### src/rtl/mandel_feeder_pkg.sv
// Shared definitions for the Mandelbrot pixel feeder.
// Holds the Q4.12 fixed-point format constants, the saturation limits,
// the coordinate width and the feeder state encoding.
package mandel_feeder_pkg;

  localparam int unsigned FRAC_BITS = 12;
  localparam int unsigned Q_W       = 4 + FRAC_BITS;
  localparam int unsigned COORD_W   = 10;

  localparam logic [Q_W-1:0] SAT_POS = 16'h7FFF;
  localparam logic [Q_W-1:0] SAT_NEG = 16'h8000;

  typedef enum logic [1:0] {
    IDLE = 2'd0,
    RUN  = 2'd1,
    DONE = 2'd2
  } state_t;

endpackage

### src/rtl/mandel_feeder_sat_add16.sv
// Saturating Q4.12 accumulator step.
// Ports:
//   a   - signed Q4.12 running value
//   b   - unsigned Q4.12 increment (pixel pitch)
//   sub - 1: a - b, 0: a + b
//   sum - signed Q4.12 result, clamped to SAT_POS / SAT_NEG
module sat_add16
  import mandel_feeder_pkg::*;
(
  input  logic [Q_W-1:0] a,
  input  logic [Q_W-1:0] b,
  input  logic           sub,
  output logic [Q_W-1:0] sum
);

  // b is an unsigned magnitude, so two guard bits keep a +/- b exact
  // for the whole pitch range before clamping.
  localparam logic signed [Q_W+1:0] HI = $signed({2'b00, SAT_POS});
  localparam logic signed [Q_W+1:0] LO = $signed({2'b11, SAT_NEG});

  logic signed [Q_W+1:0] full;

  always_comb begin
    if (sub) begin
      full = $signed({{2{a[Q_W-1]}}, a}) - $signed({2'b00, b});
    end else begin
      full = $signed({{2{a[Q_W-1]}}, a}) + $signed({2'b00, b});
    end
    sum = full[Q_W-1:0];
    if (full > HI) begin
      sum = SAT_POS;
    end else if (full < LO) begin
      sum = SAT_NEG;
    end
  end

endmodule

### src/rtl/mandel_feeder.sv
// Mandelbrot frame scanner: walks a width x height pixel grid and issues one
// pixel constant (c1 = real, c2 = imaginary) per clock into the first
// iteration stage, with the seed z, divergence tag and stage index fixed at 0.
// Ports:
//   Clk, Reset          - clock, synchronous active-high reset
//   start               - begin a frame (accepted in IDLE only)
//   stall               - freezes all state and outputs
//   x0, y0, step        - Q4.12 origin and pitch, latched at start
//   width, height       - frame size, latched at start
//   x, y, div, stage    - constant 0
//   c1, c2, px, py      - current slot's constant and pixel address
//   no_op               - 1 = bubble slot
//   busy, done          - scanning / one-cycle end-of-frame pulse
module mandel_feeder
  import mandel_feeder_pkg::*;
(
  input  logic               Clk,
  input  logic               Reset,
  input  logic               start,
  input  logic               stall,
  input  logic [Q_W-1:0]     x0,
  input  logic [Q_W-1:0]     y0,
  input  logic [Q_W-1:0]     step,
  input  logic [COORD_W-1:0] width,
  input  logic [COORD_W-1:0] height,
  output logic [Q_W-1:0]     x,
  output logic [Q_W-1:0]     y,
  output logic [Q_W-1:0]     c1,
  output logic [Q_W-1:0]     c2,
  output logic [7:0]         div,
  output logic               no_op,
  output logic [6:0]         stage,
  output logic [COORD_W-1:0] px,
  output logic [COORD_W-1:0] py,
  output logic               busy,
  output logic               done
);

  state_t               state, state_n;
  logic [Q_W-1:0]       x0_q, step_q, x0_n, step_n;
  logic [COORD_W-1:0]   w_q, h_q, w_n, h_n, px_n, py_n;
  logic [Q_W-1:0]       c1_n, c2_n, c1_inc, c2_dec;
  logic                 no_op_n, busy_n, done_n;

  assign x     = '0;
  assign y     = '0;
  assign div   = '0;
  assign stage = '0;

  sat_add16 u_c1_acc (.a(c1), .b(step_q), .sub(1'b0), .sum(c1_inc));
  sat_add16 u_c2_acc (.a(c2), .b(step_q), .sub(1'b1), .sum(c2_dec));

  always_ff @(posedge Clk) begin
    if (Reset) begin
      state  <= IDLE;
      x0_q   <= '0;
      step_q <= '0;
      w_q    <= '0;
      h_q    <= '0;
      px     <= '0;
      py     <= '0;
      c1     <= '0;
      c2     <= '0;
      no_op  <= 1'b1;
      busy   <= 1'b0;
      done   <= 1'b0;
    end else begin
      state  <= state_n;
      x0_q   <= x0_n;
      step_q <= step_n;
      w_q    <= w_n;
      h_q    <= h_n;
      px     <= px_n;
      py     <= py_n;
      c1     <= c1_n;
      c2     <= c2_n;
      no_op  <= no_op_n;
      busy   <= busy_n;
      done   <= done_n;
    end
  end

  // Outputs are the registered image of the slot; holding every next value
  // at its current value is what makes stall re-present the slot.
  always_comb begin
    state_n = state;
    x0_n    = x0_q;
    step_n  = step_q;
    w_n     = w_q;
    h_n     = h_q;
    px_n    = px;
    py_n    = py;
    c1_n    = c1;
    c2_n    = c2;
    no_op_n = no_op;
    busy_n  = busy;
    done_n  = done;
    if (!stall) begin
      case (state)
        IDLE: begin
          no_op_n = 1'b1;
          busy_n  = 1'b0;
          done_n  = 1'b0;
          if (start) begin
            if (width == '0 || height == '0) begin
              state_n = DONE;
              done_n  = 1'b1;
            end else begin
              state_n = RUN;
              x0_n    = x0;
              step_n  = step;
              w_n     = width;
              h_n     = height;
              px_n    = '0;
              py_n    = '0;
              c1_n    = x0;
              c2_n    = y0;
              no_op_n = 1'b0;
              busy_n  = 1'b1;
            end
          end
        end
        RUN: begin
          no_op_n = 1'b0;
          busy_n  = 1'b1;
          done_n  = 1'b0;
          if (px == w_q - 10'd1) begin
            if (py == h_q - 10'd1) begin
              state_n = DONE;
              no_op_n = 1'b1;
              busy_n  = 1'b0;
              done_n  = 1'b1;
            end else begin
              px_n = '0;
              py_n = py + 10'd1;
              c1_n = x0_q;
              c2_n = c2_dec;
            end
          end else begin
            px_n = px + 10'd1;
            c1_n = c1_inc;
          end
        end
        DONE: begin
          state_n = IDLE;
          no_op_n = 1'b1;
          busy_n  = 1'b0;
          done_n  = 1'b0;
        end
        default: begin
          state_n = IDLE;
          no_op_n = 1'b1;
          busy_n  = 1'b0;
          done_n  = 1'b0;
        end
      endcase
    end
  end

endmodule

### config.mk
export PLATFORM = sky130hd
export DESIGN_NAME = mandel_feeder
export DESIGN_NICKNAME = d
export VERILOG_FILES = /design/src/rtl/mandel_feeder_pkg.sv /design/src/rtl/mandel_feeder_sat_add16.sv /design/src/rtl/mandel_feeder.sv
export SDC_FILE = /design/constraint.sdc
export NUM_CORES = 1
export LEC_CHECK = 0
export ABC_AREA = 1
export BUFFER_PORTS_ARGS = -buffer_cell sky130_fd_sc_hd__buf_2
export CAP_MARGIN = 30
export CELL_PAD_IN_SITES_DETAIL_PLACEMENT = 1
export CELL_PAD_IN_SITES_GLOBAL_PLACEMENT = 1
export CORE_MARGIN = 2
export CORE_UTILIZATION = 39
export CTS_BUF_LIST = sky130_fd_sc_hd__clkbuf_8 sky130_fd_sc_hd__clkbuf_16
export DETAILED_ROUTE_END_ITERATION = 6
export GPL_TIMING_DRIVEN = 0
export PLACE_DENSITY = 0.9
export SYNTH_ARGS = -nofsm -noshare
export SYNTH_HDL_FRONTEND = slang
export SYNTH_SLANG_ARGS = --single-unit
### constraint.sdc
create_clock -name Clk -period 3.02 [get_ports Clk]
set_clock_uncertainty 0.05 [all_clocks]
set_input_delay 0.453 -clock Clk [delete_from_list [all_inputs] [get_ports Clk]]
set_output_delay 0.453 -clock Clk [all_outputs]
set_load 0.01 [all_outputs]
==> results of run 1 <==
[worst min-delay path: stages]
cell and delay (ns):
buf_2 0.09, o21ai_0 0.08, nor2_1 0.08
[per-stage QoR]
stage / area (um^2) / hold slack, ns / util / setup TNS [ns]
5_1_grt: 9797 / 0.3289 / 0.4660 / -0.03856
3_3_place_gp: 9490 / 0.3904 / 0.4515 / 0
6_report: 9797 / 0.3040 / 0.4660 / 0
2_1_floorplan: 8521 / 0.3801 / - / 0
4_1_cts: 9773 / 0.3030 / 0.4649 / 0
3_5_place_dp: 9490 / 0.4166 / 0.4515 / 0
[what timing repair did]
action,4_1_cts,5_1_grt
gates cloned,0,0
endpoints found under the setup margin,1,23
gates resized for setup,1,8
[layer usage]
metal  track usage  vias up  wire length (um)
met1        0.3225     4428             13010
li1              -     4554                 -
met3       0.02970       58              1372
met4        0.1009        0               940
met5             0        -                 0
met2        0.4689      235             14600
[registers in the layout, indices dropped and copies added (netlist names)]
| signal | cells |
|---|---|
| py | 10 |
| c2 | 16 |
| busy | 1 |
| w_q | 10 |
| no_op | 1 |
| state | 2 |
| h_q | 10 |
| done | 1 |
| step_q | 16 |
| px | 10 |
| c1 | 16 |
| x0_q | 16 |
[cells in the mapped netlist, types with 7 or more instances]
cell type  instances
a21oi_1          103
buf_2              7
buf_4             51
clkbuf_1          23
dfxtp_1          109
ha_1              38
inv_1            153
inv_2             10
nand2_1          358
nand3_1           92
nand4_1           10
nor2_1           148
nor2_2             7
nor3_1            16
nor4_1             7
o21ai_0           76
o21ai_1           17
o21bai_1          10
or2_2             15
xnor2_1           18
xor2_1            33
[power by group through the flow]
| stage | logic (uW) | registers (uW) | clock network [uW] |
|---|---|---|---|
| after floorplan | 1610 | 1720 | 0 |
| after global placement | 2160 | 1730 | 0 |
| after global routing | 2590 | 1720 | 1260 |
| after detailed placement | 2250 | 1740 | 0 |
| final | 2300 | 1710 | 1210 |
| after CTS | 2270 | 1710 | 1220 |
[how the worst max path moves through the flow]
stage / end / start / slack, ns / cells past startpoint
after floorplan: c2[2] / c2[0] / 0.58 / 16
after global placement: c2[13] / c2[0] / 0.08 / 16
after detailed placement: c1[2] / step_q[0] / 0.03 / 16
after CTS: c2[14] / c2[0] / 0.004 / 16
after global routing: c2[4] / c2[0] / -0.03 / 16
final: c2[4] / c2[0] / 0.17 / 16
[layout make-up]
type                    instances  area (um^2)
flip-flops and latches        109         2185
inverters                     166        624.3
clock inverters                 6        55.05
repair buffers                125        625.6
plain buffers                  94        606.8
clock buffers                   9        225.2
well taps                     275        344.1
fillers                      2991        11220
multi-input cells            1024         5131
[cells by family after synthesis]
kind of cell	share of synthesized area
xor gates and xnor gates	0.05351
and+or+nand+nor	0.3416
AOI/OAI and AO/OA	0.1344
buffers and inverters	0.1469
other	0.0004492
DFF	0.2614
adders and majority gates	0.06175
==> results.cfg, run 1 <==
[status]
status = finished clean

[power]
fin_total_pwr_uw = 5225
power_leakage_uw = 0.005100
swShare = 0.4334
power_switching_uw = 2265
p_comb_frac = 0.441
seq_power_share = 0.327
p_int_uw = 2960
p_clk_frac = 0.232
powerDensity_nw_per_um2 = 533.3
peakVddDrop_mv = 0.2590

[die]
die_h_um = 150.3
initial_utilization = 0.3971
boundaryPins = 174
die_x_um = 150.3
die-area_um2 = 22590
coreArea_um2 = 21020
fp-row-count = 53

[run]
drv_cap = 0

[worst_setup_path]
cp_max_fo = 10
cp_slowest_cell = fa_1
cpMostUsedCell = nand2_1
rrSetupSlack_ns = 0.17
path_buf_inv = 3
crit_type = flip-flop to flip-flop
cp.required_ns = 3.23
rr_startpoint = c2[0]
end_kind = flip-flop
regToRegEndpoint = c2[4]
cp_cell_sequence = inv_1 > ha_1 > fa_1 > inv_1 > nand2_1 > nand2_1 > nand3_1 > nand2_1 > nand2_1 > nand2_1 > nand3_1 > a21oi_4 > clkbuf_4 > nand2_1 > a21oi_1 > nor2_1
startpoint_type = flip-flop
slowest_delay_ns = 0.42
crit_arrival_ns = 3.07
rr_worst_depth = 16
critPathTopFamily = simple AND/OR/NAND/NOR gates

[timing]
timing.final.crit_share = 0.9452
finalHoldViolCount = 0
max_slew_margin = 0.5153
rsz0062_at_grt = true
drv_slew = 0
setup_viol = 0
min_period_ns = 2.855
max_freq_mhz = 350.3
tightest_slew_ns = 0.7271
timing.final.ws_setup_ns = 0.1654

[logic_synthesis]
synth-edff-count = 0
syn_area_um2 = 8348
syn_inst = 1347
ys.flop_type = dfxtp_1
ys_warn_count = 0
ys_seq_area_frac = 0.2614
ys_async_sr_fraction = 0
ys_seq_elements = 109
netlist.area_leader.share = 0.2614
synth_cell_types = 39
syn_avg_cell_area_um2 = 6.197
yosysTopAreaCell = dfxtp_1
synthTopCellsByArea = dfxtp_1, nand2_1, inv_1

[global_route]
grt_max_degree = 20
grt_pass1_wl_um = 46510
antenna_found_initial = 0
grt_usage = 0.2627
grt_pass1_vias = 9207
grt-ovfl-total = 0

[detailed_routing]
drt_iter0_drc = 454
vias = 9275
first_pass_iters = 4
drc = 0
ant_nets = 0
via_per_inst = 5.130
routed_wl_um = 29930
wl_per_cell_um = 16.55

[cells_and_area]
nets = 1641
final_cell_mix = nand2_1, inv_1, nor2_1, buf_2, dfxtp_1
final_common_cell = nand2_1
fin_cells = 1808
drive_above_1_share = 0.1709
syn_to_final_growth_pct = 17.36
diodes = 0

[clock_network]
cts_buffers = 9
postCtsHoldBufs = 0
clock_latency_ns = 0.37
clk_pin_slew_ns = 0.08
cts_root_buf = clkbuf_16
cts_tree = yes
htreeDepth = 3
post_cts.repair.setup_buffers = 0
clkSinkCount = 109
clk_path_buf_depth = 2

[hold_path]
hold-path-endpoint = x0_q[8]
min_path_cells = 3
hold_path.startpoint = x0[8]
min_path_type = input pin to flip-flop

[placement]
post-place-ws_ns = 0.03223
port_buffers = 125
dp.cells = 1793
place.gp.congestion = 0.9175
hpwl_um = 24280
No activity file was read; power rests on OpenSTA's default activity.
==> inputs of run 2 (changes only) <==
--- a/config.mk
+++ b/config.mk
@@ -5,14 +5,14 @@
 export SDC_FILE = /design/constraint.sdc
 export NUM_CORES = 1
 export LEC_CHECK = 0
-export ABC_AREA = 1
 export BUFFER_PORTS_ARGS = -buffer_cell sky130_fd_sc_hd__buf_2
 export CAP_MARGIN = 30
 export CELL_PAD_IN_SITES_DETAIL_PLACEMENT = 1
 export CELL_PAD_IN_SITES_GLOBAL_PLACEMENT = 1
 export CORE_MARGIN = 2
-export CORE_UTILIZATION = 39
+export CORE_UTILIZATION = 40
 export CTS_BUF_LIST = sky130_fd_sc_hd__clkbuf_8 sky130_fd_sc_hd__clkbuf_16
+export CTS_CLUSTER_DIAMETER = 80
 export DETAILED_ROUTE_END_ITERATION = 6
 export GPL_TIMING_DRIVEN = 0
 export PLACE_DENSITY = 0.9
==> run 2 against run 1 <==
Against the previous run: the flow now finishes with violations (negative setup slack); die area down 11%; sequential cell count unchanged; highest routed layer unchanged; sequential share of layout area up 0.65 points; synthesized area down 9.5%; critical endpoint is now py[8]; largest power group is now sequential cells; critical path type unchanged; global-route usage up 2.0 points; design area down 1.8%; power down 18%; clock power up 3%.
==> results.cfg, run 2 <==
[logic_synthesis]
ys_seq_elements = 109
ys_warn_count = 0
syn_avg_cell_area_um2 = 7.569
synth-edff-count = 0
syn_inst = 998
synth_cell_types = 74
synthTopCellsByArea = dfxtp_1, nand2_1, a21oi_1
ys.flop_type = dfxtp_1
ys_async_sr_fraction = 0
yosysMostFrequentCell = nand2_1
yosys-top-cells-count = nand2_1, a21oi_1, dfxtp_1
yosysTopAreaCell = dfxtp_1
ys_seq_area_frac = 0.2889
syn_area_um2 = 7553
netlist.area_leader.share = 0.2889

[die]
boundaryPins = 174
initial_utilization = 0.4052
coreArea_um2 = 18640
fp-row-count = 50
die-area_um2 = 20000
die_x_um = 141.4
die_h_um = 141.4

[cells_and_area]
final-seq-area_um2 = 2208
final_cell_mix = nand2_1, buf_2, a21oi_1, dfxtp_1, buf_4
nets = 1312
syn_to_final_growth_pct = 27.38
final_common_cell = nand2_1
drive_above_1_share = 0.2490
diodes = 0
n_fill_cell = 2330
multiInputGateArea_um2 = 5244

[hold_path]
hold-path-endpoint = w_q[1]
min_path_type = input pin to flip-flop
min_path_cells = 3
hold_path.startpoint = width[1]

[timing]
timing.final.crit_share = 1.014
min_period_ns = 3.061
drv_slew = 0
max_slew_margin = 0.5295
timing.final.ws_setup_ns = -0.04088
max_freq_mhz = 326.7
setup_viol = 11
whs_ns = 0.2643
finalHoldViolCount = 0
tightest_slew_ns = 0.7057

[detailed_routing]
drt_iter0_drc = 775
vias = 8714
drc = 0
ant_nets = 0
first_pass_iters = 5
wl_per_cell_um = 21.97
via_per_inst = 6.056
routed_wl_um = 31620

[worst_setup_path]
end_kind = flip-flop
crit_path_start = w_q[0]
rrSetupSlack_ns = -0.04
cp_max_fo = 7
cp.required_ns = 3.28
startpoint_type = flip-flop
rr_worst_depth = 10
crit_arrival_ns = 3.32
rr_startpoint = w_q[0]
regToRegEndpoint = py[8]
crit_type = flip-flop to flip-flop

[power]
peakVddDrop_mv = 0.3060
powerDensity_nw_per_um2 = 447.5
power_leakage_uw = 0.003959
fin_total_pwr_uw = 4306

[placement]
post-place-ws_ns = -0.8291
port_buffers = 125
hpwl_um = 21120
place.gp.congestion = 0.9038

[global_route]
grt-ovfl-total = 0
grt_usage = 0.2825
grt_pass1_vias = 8448
grt_max_degree = 20
antenna_found_initial = 0
grt_pass1_wl_um = 44570

[clock_network]
clk_path_buf_depth = 2
clkSinkCount = 109
cts_tree = yes
cts_buffers = 9
clk_pin_slew_ns = 0.08
clock_latency_ns = 0.38
htreeDepth = 3
cts_root_buf = clkbuf_16

[run]
drv_cap = 0

[status]
violations = negative setup slack
status = finished, violations left
run 2: cell types whose count changed in the layout (fill, tap and decap cells not counted), sizes merged, moves of 14 or more:
cell / change
nor2: -97
inv: -124
nand2: -207
xnor2: +20
or3: +20
nand3: -76
xor2: -14
buf: +19
o21ai: -54
o211ai: +38
run 2: worst max path at each step:
stage | to | slack [ns]
2_1_floorplan | c1[1] | 0.14
3_3_place_gp | c1[12] | -0.78
3_5_place_dp | c2[9] | -0.83
4_1_cts | c1[9] | -0.01
5_1_grt | c2[4] | -0.10
6_report | py[8] | -0.04
run 2: cell type report:
class | instances | area share
clock buffer | 10 | 0.02484
sequential | 109 | 0.2295
tap | 234 | 0.03043
clock inverter | 6 | 0.005982
multi-input combinational | 797 | 0.5450
inverter | 41 | 0.01599
timing repair buffer | 150 | 0.08453
buffer | 92 | 0.06372
run 2: cells by family (layout without fill, tap and decap cells):
kind of cell | Yosys count | after routing | synth area share
adders and majority gates | 40 | 40 | 0.06825
DFF | 109 | 109 | 0.2889
muxes | 2 | 2 | 0.002650
AOI/OAI and AO/OA | 296 | 296 | 0.2538
buffers and inverters | 138 | 299 | 0.09276
xor gates and xnor gates | 57 | 57 | 0.06609
other | 1 | 47 | 0.0004965
and+or+nand+nor | 355 | 355 | 0.2271
run 2: layer usage:
layer,global-route usage,part of all wire
met5,0,0
met3,0.05164,0.071
met1,0.3449,0.40
met4,0.1295,0.042
met2,0.4839,0.48
run 2: repair_timing:
item	4_1_cts	5_1_grt
hold buffers	0	0
pin swaps	9	17
gates resized for setup	63	65
setup buffers	10	13
gates cloned	0	1
setup endpoints to repair	104	64
run 2: critical path: stages, from the launching register on:
cell and delay [ns]:
dfxtp_4 0.39, inv_1 0.07, ha_4 0.18, nor2b_1 0.13
or3_4 0.38, a31oi_4 0.24, nor4b_4 0.39, o2111ai_2 0.27
and2_4 0.25, or4_4 0.52, a21oi_2 0.12
run 2: metrics by stage:
step	setup TNS [ns]	util	instances	instance area, um^2
after floorplan	0	-	1044	7726
after global placement	-44.16	0.4637	1403	8645
after CTS	-0.02132	0.4955	1428	9238
final	-0.2425	0.5161	1439	9622
after detailed placement	-53.05	0.4641	1404	8652
after global routing	-1.546	0.5161	1439	9622
run 2: power by group:
group	switching, uW	internal [uW]
clock	653	601
combinational	876	576
sequential	95.4	1510
